## config.mk

```make
export PLATFORM = sky130hd
export DESIGN_NAME = byte_mask_sram_arbiter
export DESIGN_NICKNAME = d
export VERILOG_FILES = /design/src/rtl/sram_arb_pkg.sv /design/src/rtl/sram_arb_resp_buf.sv /design/src/rtl/byte_mask_sram_arbiter.sv
export SDC_FILE = /design/constraint.sdc
export NUM_CORES = 1
export LEC_CHECK = 0
export ABC_AREA = 1
export BUFFER_PORTS_ARGS = -buffer_cell sky130_fd_sc_hd__buf_2
export CAP_MARGIN = 0
export CORE_MARGIN = 1.5
export CORE_UTILIZATION = 49
export CTS_CLUSTER_SIZE = 14
export DETAILED_ROUTE_END_ITERATION = 8
export MAX_ROUTING_LAYER = met4
export PLACE_DENSITY = 0.85
export RECOVER_POWER = 25
export SYNTH_ARGS = -nofsm -noshare
export SYNTH_HDL_FRONTEND = slang
export SYNTH_HIERARCHICAL = 1
export SYNTH_SLANG_ARGS = --single-unit
```

## constraint.sdc

```tcl
create_clock -name clk -period 3.7 [get_ports clk]
set_input_delay 0.185 -clock clk [delete_from_list [all_inputs] [get_ports clk]]
set_output_delay 0.185 -clock clk [all_outputs]
set_load 0.01 [all_outputs]
```

## src/rtl/sram_arb_pkg.sv

```systemverilog
// Shared types and constants for the two-port byte-masked SRAM arbiter.
// Build option: define SRAM_ARB_FIXED_PRIO_EN to give port 0 fixed priority
// instead of round-robin.
package sram_arb_pkg;

  localparam int SRAM_DATAW = 32;
  localparam int SRAM_ADDRW = 7;
  localparam int SRAM_STRBW = SRAM_DATAW / 8;
  localparam int NPORTS     = 2;

  typedef logic [0:0] port_idx_t;

  // One requester's access as presented to the SRAM.
  typedef struct packed {
    logic                  wren;
    logic [SRAM_ADDRW-1:0] addr;
    logic [SRAM_DATAW-1:0] data;
    logic [SRAM_STRBW-1:0] strb;
  } req_t;

  // Pick a port from the eligible set; tie decides when both are eligible.
  function automatic port_idx_t pick_port(input logic [NPORTS-1:0] elig,
                                          input port_idx_t         tie);
    if (elig[0] && elig[1]) return tie;
    else if (elig[1])       return 1'b1;
    else                    return 1'b0;
  endfunction

endpackage

```

## src/rtl/sram_arb_resp_buf.sv

```systemverilog
// One-entry response slot for one requester. A response arriving from the
// SRAM is presented immediately (bypass) and captured only if the requester
// does not take it that cycle, so a ready requester sees no extra latency.
// occ marks the slot as reserved from request accept until the response is
// consumed.
module sram_arb_resp_buf
  import sram_arb_pkg::*;
#(
  parameter int DATAW = SRAM_DATAW
) (
  input  logic             clk,
  input  logic             rstx,
  input  logic             reserve,
  input  logic             fill,
  input  logic [DATAW-1:0] fill_data,
  input  logic             rready,
  output logic             rvalid,
  output logic [DATAW-1:0] rdata,
  output logic             occ
);

  logic             buf_vld;
  logic [DATAW-1:0] buf_data;
  logic             drain;

  // fill and buf_vld never coincide: occ limits each port to one outstanding response.
  assign rvalid = buf_vld | fill;
  assign rdata  = buf_vld ? buf_data : fill_data;
  assign drain  = rvalid & rready;

  // Capture an untaken response and track the slot reservation.
  always_ff @(posedge clk or negedge rstx) begin
    if (!rstx) begin
      buf_vld  <= 1'b0;
      buf_data <= '0;
      occ      <= 1'b0;
    end else begin
      if (fill && !rready) begin
        buf_vld  <= 1'b1;
        buf_data <= fill_data;
      end else if (drain) begin
        buf_vld  <= 1'b0;
      end
      if (reserve)    occ <= 1'b1;
      else if (drain) occ <= 1'b0;
    end
  end

endmodule

```

## src/rtl/byte_mask_sram_arbiter.sv

```systemverilog
// Two-port arbiter in front of a synchronous byte-masked SRAM with one-cycle
// read latency. Grants one request per cycle, remembers who issued it and
// routes the SRAM data back into that port's response slot.
// Build option: SRAM_ARB_FIXED_PRIO_EN selects fixed priority (port 0 wins
// ties); default is round-robin on handshakes.
// The DATAW/ADDRW parameters must match the widths of req_t in sram_arb_pkg.
//
// Handshake semantics (all channels): a transfer happens on a rising edge
// where valid && ready. valid and its payload stay stable until that edge;
// ready may depend combinationally on valid. pN_aready is driven
// combinationally from the grant and mem_aready.
module byte_mask_sram_arbiter
  import sram_arb_pkg::*;
#(
  parameter int DATAW = SRAM_DATAW,
  parameter int ADDRW = SRAM_ADDRW
) (
  input  logic               clk,
  input  logic               rstx,
  input  logic               p0_avalid,
  output logic               p0_aready,
  input  logic               p0_awren,
  input  logic [ADDRW-1:0]   p0_aaddr,
  input  logic [DATAW-1:0]   p0_adata,
  input  logic [DATAW/8-1:0] p0_astrb,
  output logic               p0_rvalid,
  input  logic               p0_rready,
  output logic [DATAW-1:0]   p0_rdata,
  input  logic               p1_avalid,
  output logic               p1_aready,
  input  logic               p1_awren,
  input  logic [ADDRW-1:0]   p1_aaddr,
  input  logic [DATAW-1:0]   p1_adata,
  input  logic [DATAW/8-1:0] p1_astrb,
  output logic               p1_rvalid,
  input  logic               p1_rready,
  output logic [DATAW-1:0]   p1_rdata,
  output logic               mem_avalid,
  output logic               mem_awren,
  output logic [ADDRW-1:0]   mem_aaddr,
  output logic [DATAW-1:0]   mem_adata,
  output logic [DATAW/8-1:0] mem_astrb,
  input  logic               mem_aready,
  input  logic [DATAW-1:0]   mem_rdata,
  output logic               mem_rready
);

  req_t [NPORTS-1:0] req;
  req_t              sel_req;
  logic [NPORTS-1:0] avalid, rvalid, rready, occ, elig, fill;
  logic              gnt_vld;
  port_idx_t         gnt_port;
  port_idx_t         tie_port;
  logic              lock_vld;
  port_idx_t         lock_port;
  logic              issue_vld;
  port_idx_t         issue_port;

  assign req[0] = '{wren: p0_awren, addr: p0_aaddr, data: p0_adata, strb: p0_astrb};
  assign req[1] = '{wren: p1_awren, addr: p1_aaddr, data: p1_adata, strb: p1_astrb};

  assign avalid    = {p1_avalid, p0_avalid};
  assign rready    = {p1_rready, p0_rready};
  assign rvalid    = {p1_rvalid, p0_rvalid};

  // A port may issue when its slot is free or is being emptied this cycle.
  assign elig = avalid & (~occ | (rvalid & rready));

`ifdef SRAM_ARB_FIXED_PRIO_EN
  assign tie_port = 1'b0;
`else
  port_idx_t last_grant;

  // Remember the last port that completed a handshake; the other one wins ties.
  always_ff @(posedge clk or negedge rstx) begin
    if (!rstx)                          last_grant <= 1'b1;
    else if (gnt_vld && mem_aready)     last_grant <= gnt_port;
  end

  assign tie_port = ~last_grant;
`endif

  // Grant selection; a stalled request keeps its grant until the SRAM takes it.
  always_comb begin
    gnt_vld  = |elig;
    gnt_port = pick_port(elig, tie_port);
    if (lock_vld && elig[lock_port]) begin
      gnt_port = lock_port;
    end
  end

  assign sel_req    = req[gnt_port];
  assign mem_avalid = gnt_vld;
  assign mem_awren  = sel_req.wren;
  assign mem_aaddr  = sel_req.addr;
  assign mem_adata  = sel_req.data;
  assign mem_astrb  = sel_req.strb;
  assign mem_rready = 1'b1;

  assign p0_aready = gnt_vld && (gnt_port == 1'b0) && mem_aready;
  assign p1_aready = gnt_vld && (gnt_port == 1'b1) && mem_aready;

  // Track a stalled grant and the port whose response the SRAM returns next cycle.
  always_ff @(posedge clk or negedge rstx) begin
    if (!rstx) begin
      lock_vld   <= 1'b0;
      lock_port  <= '0;
      issue_vld  <= 1'b0;
      issue_port <= '0;
    end else begin
      lock_vld   <= gnt_vld && !mem_aready;
      lock_port  <= gnt_port;
      issue_vld  <= gnt_vld && mem_aready;
      issue_port <= gnt_port;
    end
  end

  assign fill[0] = issue_vld && (issue_port == 1'b0);
  assign fill[1] = issue_vld && (issue_port == 1'b1);

  sram_arb_resp_buf #(.DATAW(DATAW)) u_rbuf0 (
    .clk       (clk),
    .rstx      (rstx),
    .reserve   (p0_aready),
    .fill      (fill[0]),
    .fill_data (mem_rdata),
    .rready    (p0_rready),
    .rvalid    (p0_rvalid),
    .rdata     (p0_rdata),
    .occ       (occ[0])
  );

  sram_arb_resp_buf #(.DATAW(DATAW)) u_rbuf1 (
    .clk       (clk),
    .rstx      (rstx),
    .reserve   (p1_aready),
    .fill      (fill[1]),
    .fill_data (mem_rdata),
    .rready    (p1_rready),
    .rvalid    (p1_rvalid),
    .rdata     (p1_rdata),
    .occ       (occ[1])
  );

endmodule

```

==> Word level (Yosys, flattened, before mapping) <==
Index checks and enable logic that the tools add are counted.
{ "totals": {"regBits": 72} }
{ "classes": {"n_lt_le_gt_ge": 2, "mux": 15, "n_bitwise": 11, "n_reduce_logical": 20} }
{ "ops": {"columns": ["op", "n"], "rows": [
  ["$mux W44", 2],
  ["$mux W32", 2],
  ["$logic_and A1 B1 Y1", 12],
  ["$mux W1", 11],
  ["$reduce_bool A2 Y1", 4],
  ["$and A2 B2 Y2", 2],
  ["$lt A1 B2 Y1 const B", 2],
  ["$logic_not A1 Y1", 3],
  ["$not A1 Y1", 3],
  ["$and A1 B1 Y1", 2],
  ["$not A2 Y2", 1],
  ["$or A1 B1 Y1", 2],
  ["$or A2 B2 Y2", 1],
  ["$reduce_or A2 Y1", 1]
]} }

==> Depth between registers and ports, before layout <==
{ "depth": {"word_depth": 14, "mapped_depth": 13, "mapped_depth_nobuf": 13} }

==> Cells and area by module <==
The synthesis kept the hierarchy.
{ "modules_own_cells": {"columns": ["module", "n_inst", "cells_each", "area_per_inst_um2"], "rows": [
  ["sram_arb_resp_buf", 2, 217, 1826.8],
  ["byte_mask_sram_arbiter", 1, 178, 879.6]
]} }

==> Worst setup path before layout <==
OpenSTA, ideal clock, no wires.
{ "synth_timing": {"kind": "flip-flop to output port", "from": "reg issue_port", "to": "out mem_aaddr[0]", "arrival_time_ns": 1.506, "required_ns": 3.515, "path_slack_ns": 2.009, "path_stages_with_launch": 11, "n_path_buf": 1, "cell_sequence": "dfrtp_1 nor2_1 inv_1 nand2_1 nand2_1 nand2_1 nand3_4 nand2_4 buf_6 nand2_1 nand2_1"} }
{ "synth_between": {"elab_chain_cells": 12, "word_cells_on_any_way": 17, "classes_between": "mux: 7; bitwise: 6; reduce/logical: 4"} }
{ "synth_rtl": {"columns": ["item", "line_no", "rtl"], "rows": [
  ["start: declaration", "byte_mask_sram_arbiter.sv:57", "port_idx_t issue_port;"],
  ["start signal: assignment", "byte_mask_sram_arbiter.sv:114", "issue_port <= gnt_port;"],
  ["$not A1 Y1 *", "byte_mask_sram_arbiter.sv:118", "assign fill[0] = issue_vld && (issue_port == 1'b0);"],
  ["$logic_and A1 B1 Y1 *", "byte_mask_sram_arbiter.sv:118", null],
  ["net fill[0]", "byte_mask_sram_arbiter.sv:50", "logic [NPORTS-1:0] avalid, rvalid, rready, occ, elig, fill;"],
  ["$or A1 B1 Y1 *", "sram_arb_resp_buf.sv:27", "assign rvalid = buf_vld | fill;"],
  ["net p0_rvalid", "byte_mask_sram_arbiter.sv:26", "output logic p0_rvalid,"],
  ["$and A2 B2 Y2 *", "byte_mask_sram_arbiter.sv:67", "assign elig = avalid & (~occ | (rvalid & rready));"],
  ["$or A2 B2 Y2 *", "byte_mask_sram_arbiter.sv:67", null],
  ["$and A2 B2 Y2 *", "byte_mask_sram_arbiter.sv:67", null],
  ["$mux W1 (implied by the code) (2 in series)", "byte_mask_sram_arbiter.sv:87", "if (lock_vld && elig[lock_port]) begin"],
  ["$logic_and A1 B1 Y1", "byte_mask_sram_arbiter.sv:87", null],
  ["$mux W1 *", "byte_mask_sram_arbiter.sv:87", null],
  ["$mux W44 (implied by the code) * (2 in series)", "byte_mask_sram_arbiter.sv:92", "assign sel_req = req[gnt_port];"],
  ["end: declaration", "byte_mask_sram_arbiter.sv:40", "output logic [ADDRW-1:0] mem_aaddr,"]
]} }
Mark *: on every way through the listed nets, which the timed path passes. The rest lies on a longest branch. The select of a mux whose other input is x is not followed.

==> Worst setup path in the final report <==
{ "layout_timing": {"from": "reg issue_port", "to": "out p0_aready"} }
{ "layout_between": {"elab_chain_cells": 13, "word_cells_on_any_way": 19, "classes_between": "mux: 5; bitwise: 7; reduce/logical: 7"} }
{ "layout_rtl": {"columns": ["item", "line_no", "rtl"], "rows": [
  ["$not A1 Y1 *", "byte_mask_sram_arbiter.sv:118", null],
  ["$logic_and A1 B1 Y1 *", "byte_mask_sram_arbiter.sv:118", null],
  ["net fill[0]", "byte_mask_sram_arbiter.sv:50", null],
  ["$or A1 B1 Y1 *", "sram_arb_resp_buf.sv:27", null],
  ["$and A2 B2 Y2 *", "byte_mask_sram_arbiter.sv:67", null],
  ["$or A2 B2 Y2 *", "byte_mask_sram_arbiter.sv:67", null],
  ["$and A2 B2 Y2 *", "byte_mask_sram_arbiter.sv:67", null],
  ["$mux W1 (implied by the code) (2 in series)", "byte_mask_sram_arbiter.sv:87", null],
  ["$logic_and A1 B1 Y1", "byte_mask_sram_arbiter.sv:87", null],
  ["$mux W1 *", "byte_mask_sram_arbiter.sv:87", null],
  ["net gnt_port", "byte_mask_sram_arbiter.sv:52", "port_idx_t gnt_port;"],
  ["$not A1 Y1 *", "byte_mask_sram_arbiter.sv:100", "assign p0_aready = gnt_vld && (gnt_port == 1'b0) && mem_aready;"],
  ["$logic_and A1 B1 Y1 * (2 in series)", "byte_mask_sram_arbiter.sv:100", null],
  ["end: declaration", "byte_mask_sram_arbiter.sv:21", "output logic p0_aready,"]
]} }
Marks and branches as above.

==> qor.yml <==
status:
  status: "complete, but fails checks"
  violations: "capacitance limit, slew limit"
clocking:
  cts_tree: "built"
  clkLatencyLatePin_ns: 0.33
  cts_inserted_buffers: 9
  cts-root-buf: "clkbuf_8"
  clk_path_buf_depth: 2
  clk_pin_slew_ns: 0.08
  cts_sinks: 72
  postCtsSetupBuffers: 0
  h-tree-depth: 3
hold_path:
  whs_path_depth: 2
  worstHoldStart: "mem_aready"
  hp-class: "in2reg"
  min_to: "lock_vld"
logic_synthesis:
  syn_area_um2: 4530
  ys_seq_area_share_pct: 39.8
  ys_warn_count: 6
  syn_area_per_cell_um2: 7.41
  syn_inst: 612
  yosys_register_bits: 72
  syn-num-nets: 739
  yosysUniqueCellTypes: 19
finish:
  drive_gt1_share_pct: 36.6
  layout.nets: 954
  num_antenna_cells: 0
  final_area_um2: 5630
  layout-area-overhead-vs-synth_pct: 24.3
  seqCellArea_um2: 1810
  fin_util_pct: 63.7
  fill_cells: 874
  multi_input_area_um2: 1990
route:
  dr.pass1.iters: 4
  drtIter0Drc: 182
  final_antenna_net_count: 0
  wl_per_cell_um: 12.6
  via_per_inst: 4.80
  postRouteWirelength_um: 11900
  vias: 4503
  drc_errors: 0
floorplan:
  initial_core_util_pct: 51.2
  pin_count: 241
  core_um2: 8850
  chipWidth_um: 99.2
  core.rowCount: 34
  die_h_um: 99.2
  dieArea_um2: 9840
place:
  globalplace.congestion: 0.881
  numPortBuffers: 239
  dpl.hpwl_um: 8770
  placed_area_um2: 5540
global_route:
  grt_pass1_vias: 4145
  grt_antenna_before_repair: 0
  grt_max_degree: 66
  gr-total-overflow: 0
  grt_usage_pct: 24.1
  grt_pass1_wl_um: 18600
worst_setup_path:
  r2r_end: "u_rbuf0/occ"
  worstPathArrival_ns: 2.71
  critical_path_class: "reg2out"
  r2r_start: "issue_port"
  path_max_fanout: 46
  r2r_slack_ns: 1.31
  start_kind: "flip-flop"
  reg2reg_depth: 11
  worstSetupEndpointType: "primary output"
  cp.required_ns: 3.51
sta:
  slew_viol_final: 102
  hold_violations: 0
  whs_ns: 0.0465
  finalCriticalPeriod_ns: 2.89
  fin_setup_tns_ns: 0
  rsz0062_at_grt: "no"
  final.period_utilization_pct: 78.2
  clock_skew_ns: 0.0101
  worst_slew_pin_slew_ns: 1.95
  max_freq_mhz: 346
  setup_viol: 0
  slew_headroom_pct: -30.6
power:
  power_density_nw_per_um2: 610
  irDropWorstVdd_mv: 0.327
  p_leak_uw: 0.00327
run:
  maxCapViolations: 2
-- cell families (layout without fill, tap and decap cells) --
group,count (synthesis),count (layout),synth area share (%)
buffers and inverters,119,337,14.3
AOI/OAI and AO/OA,133,133,20.0
DFF,72,72,39.8
and+or+nand+nor,287,287,25.9
other,1,1,0.0827
-- repair_timing --
item,in CTS,in global routing
hold buffers,1,0
hold endpoints to repair,34,0
resized for setup,0,0
-- layout by cell type (no fill, tap or decap) --
master / count
buf_4: 3
clkinvlp_4: 1
dfrtp_1: 69
clkbuf_8: 9
inv_2: 3
nand2_1: 236
nor2_1: 2
clkinv_2: 2
nand3_1: 45
a21oi_1: 3
conb_1: 1
bufinv_16: 1
clkbuf_1: 4
dfstp_2: 1
o21ai_0: 72
dfrtp_2: 2
o21ai_1: 16
inv_1: 77
nand3_4: 1
o21ai_2: 42
dlygate4sd3_1: 1
nand2_2: 1
buf_2: 236
nand2_4: 2
-- critical path, stage by stage (launching register included) --
cell and delay (ns):
dfrtp_1 0.40, nor2_1 0.27, inv_1 0.10, nand2_1 0.10, nand2_1 0.05, nand2_1 0.11, nand3_4 0.40, nand2_4 0.53
inv_1 0.11, nor2_1 0.14, buf_2 0.15
-- stage by stage --
step	power (uW)	setup slack [ns]	std cells
floorplan	2500	2.01	612
global placement	2890	1.21	923
detailed placement	2940	1.15	923
CTS	3530	0.776	938
global route	3730	0.528	938
finish	3430	0.807	938
-- cells in the mapped netlist --
cell      number  area, um2
buf_2          8       40.0
buf_4          3       22.5
inv_1         77        289
nand3_4        1       17.5
dfrtp_1       71       1780
nor2_1         2       7.51
o21ai_0       50        250
o21ai_2       64        561
nand2_4        3       33.8
conb_1         1       3.75
clkbuf_1       4       15.0
inv_2          3       11.3
nand3_1       45        225
buf_6         24        270
nand2_2        1       6.26
dfstp_2        1       26.3
o21ai_1       16       80.1
nand2_1      235        882
a21oi_1        3       15.0
-- metal layers --
metal  global-route usage [%]  routed length (um)  vias up
met5                        -                   0        -
li1                         -                   -     2337
met2                     43.5                6180      149
met4                     8.02                 218        0
met1                     27.8                4880     1998
met3                     3.16                 584       19
-- cell type report --
| class | instances | area share (%) |
|---|---|---|
| flip-flops and latches | 72 | 32.1 |
| clock inverters | 4 | 0.844 |
| inverters | 80 | 5.33 |
| multi-input cells | 421 | 35.4 |
| repair buffers | 243 | 21.7 |
| well taps | 108 | 2.40 |
| clock buffers | 10 | 2.27 |
-- worst max-delay path by stage --
stage,slack [ns],start,end,cells after the start
global placement,1.21,issue_port,p0_aready,10
finish,0.81,issue_port,p0_aready,10
detailed placement,1.15,issue_port,p0_aready,10
global route,0.53,issue_port,p0_aready,10
floorplan,2.01,issue_port,mem_aaddr[0],10
CTS,0.78,issue_port,p0_aready,10
-- flip-flops by register name, indices dropped and copies added (netlist names) --
name / count
last_grant: 1
u_rbuf1/buf_vld: 1
u_rbuf0/occ: 1
u_rbuf1/occ: 1
u_rbuf1/buf_data: 32
u_rbuf0/buf_vld: 1
lock_vld: 1
issue_vld: 1
u_rbuf0/buf_data: 32
issue_port: 1
-- power breakdown --
part / switching (uW) / internal (uW) / leakage (uW)
clock: 275 / 302 / 0.0000880
combinational: 905 / 587 / 0.00228
sequential: 194 / 1170 / 0.000903
No activity file was read; power rests on OpenSTA's default activity.
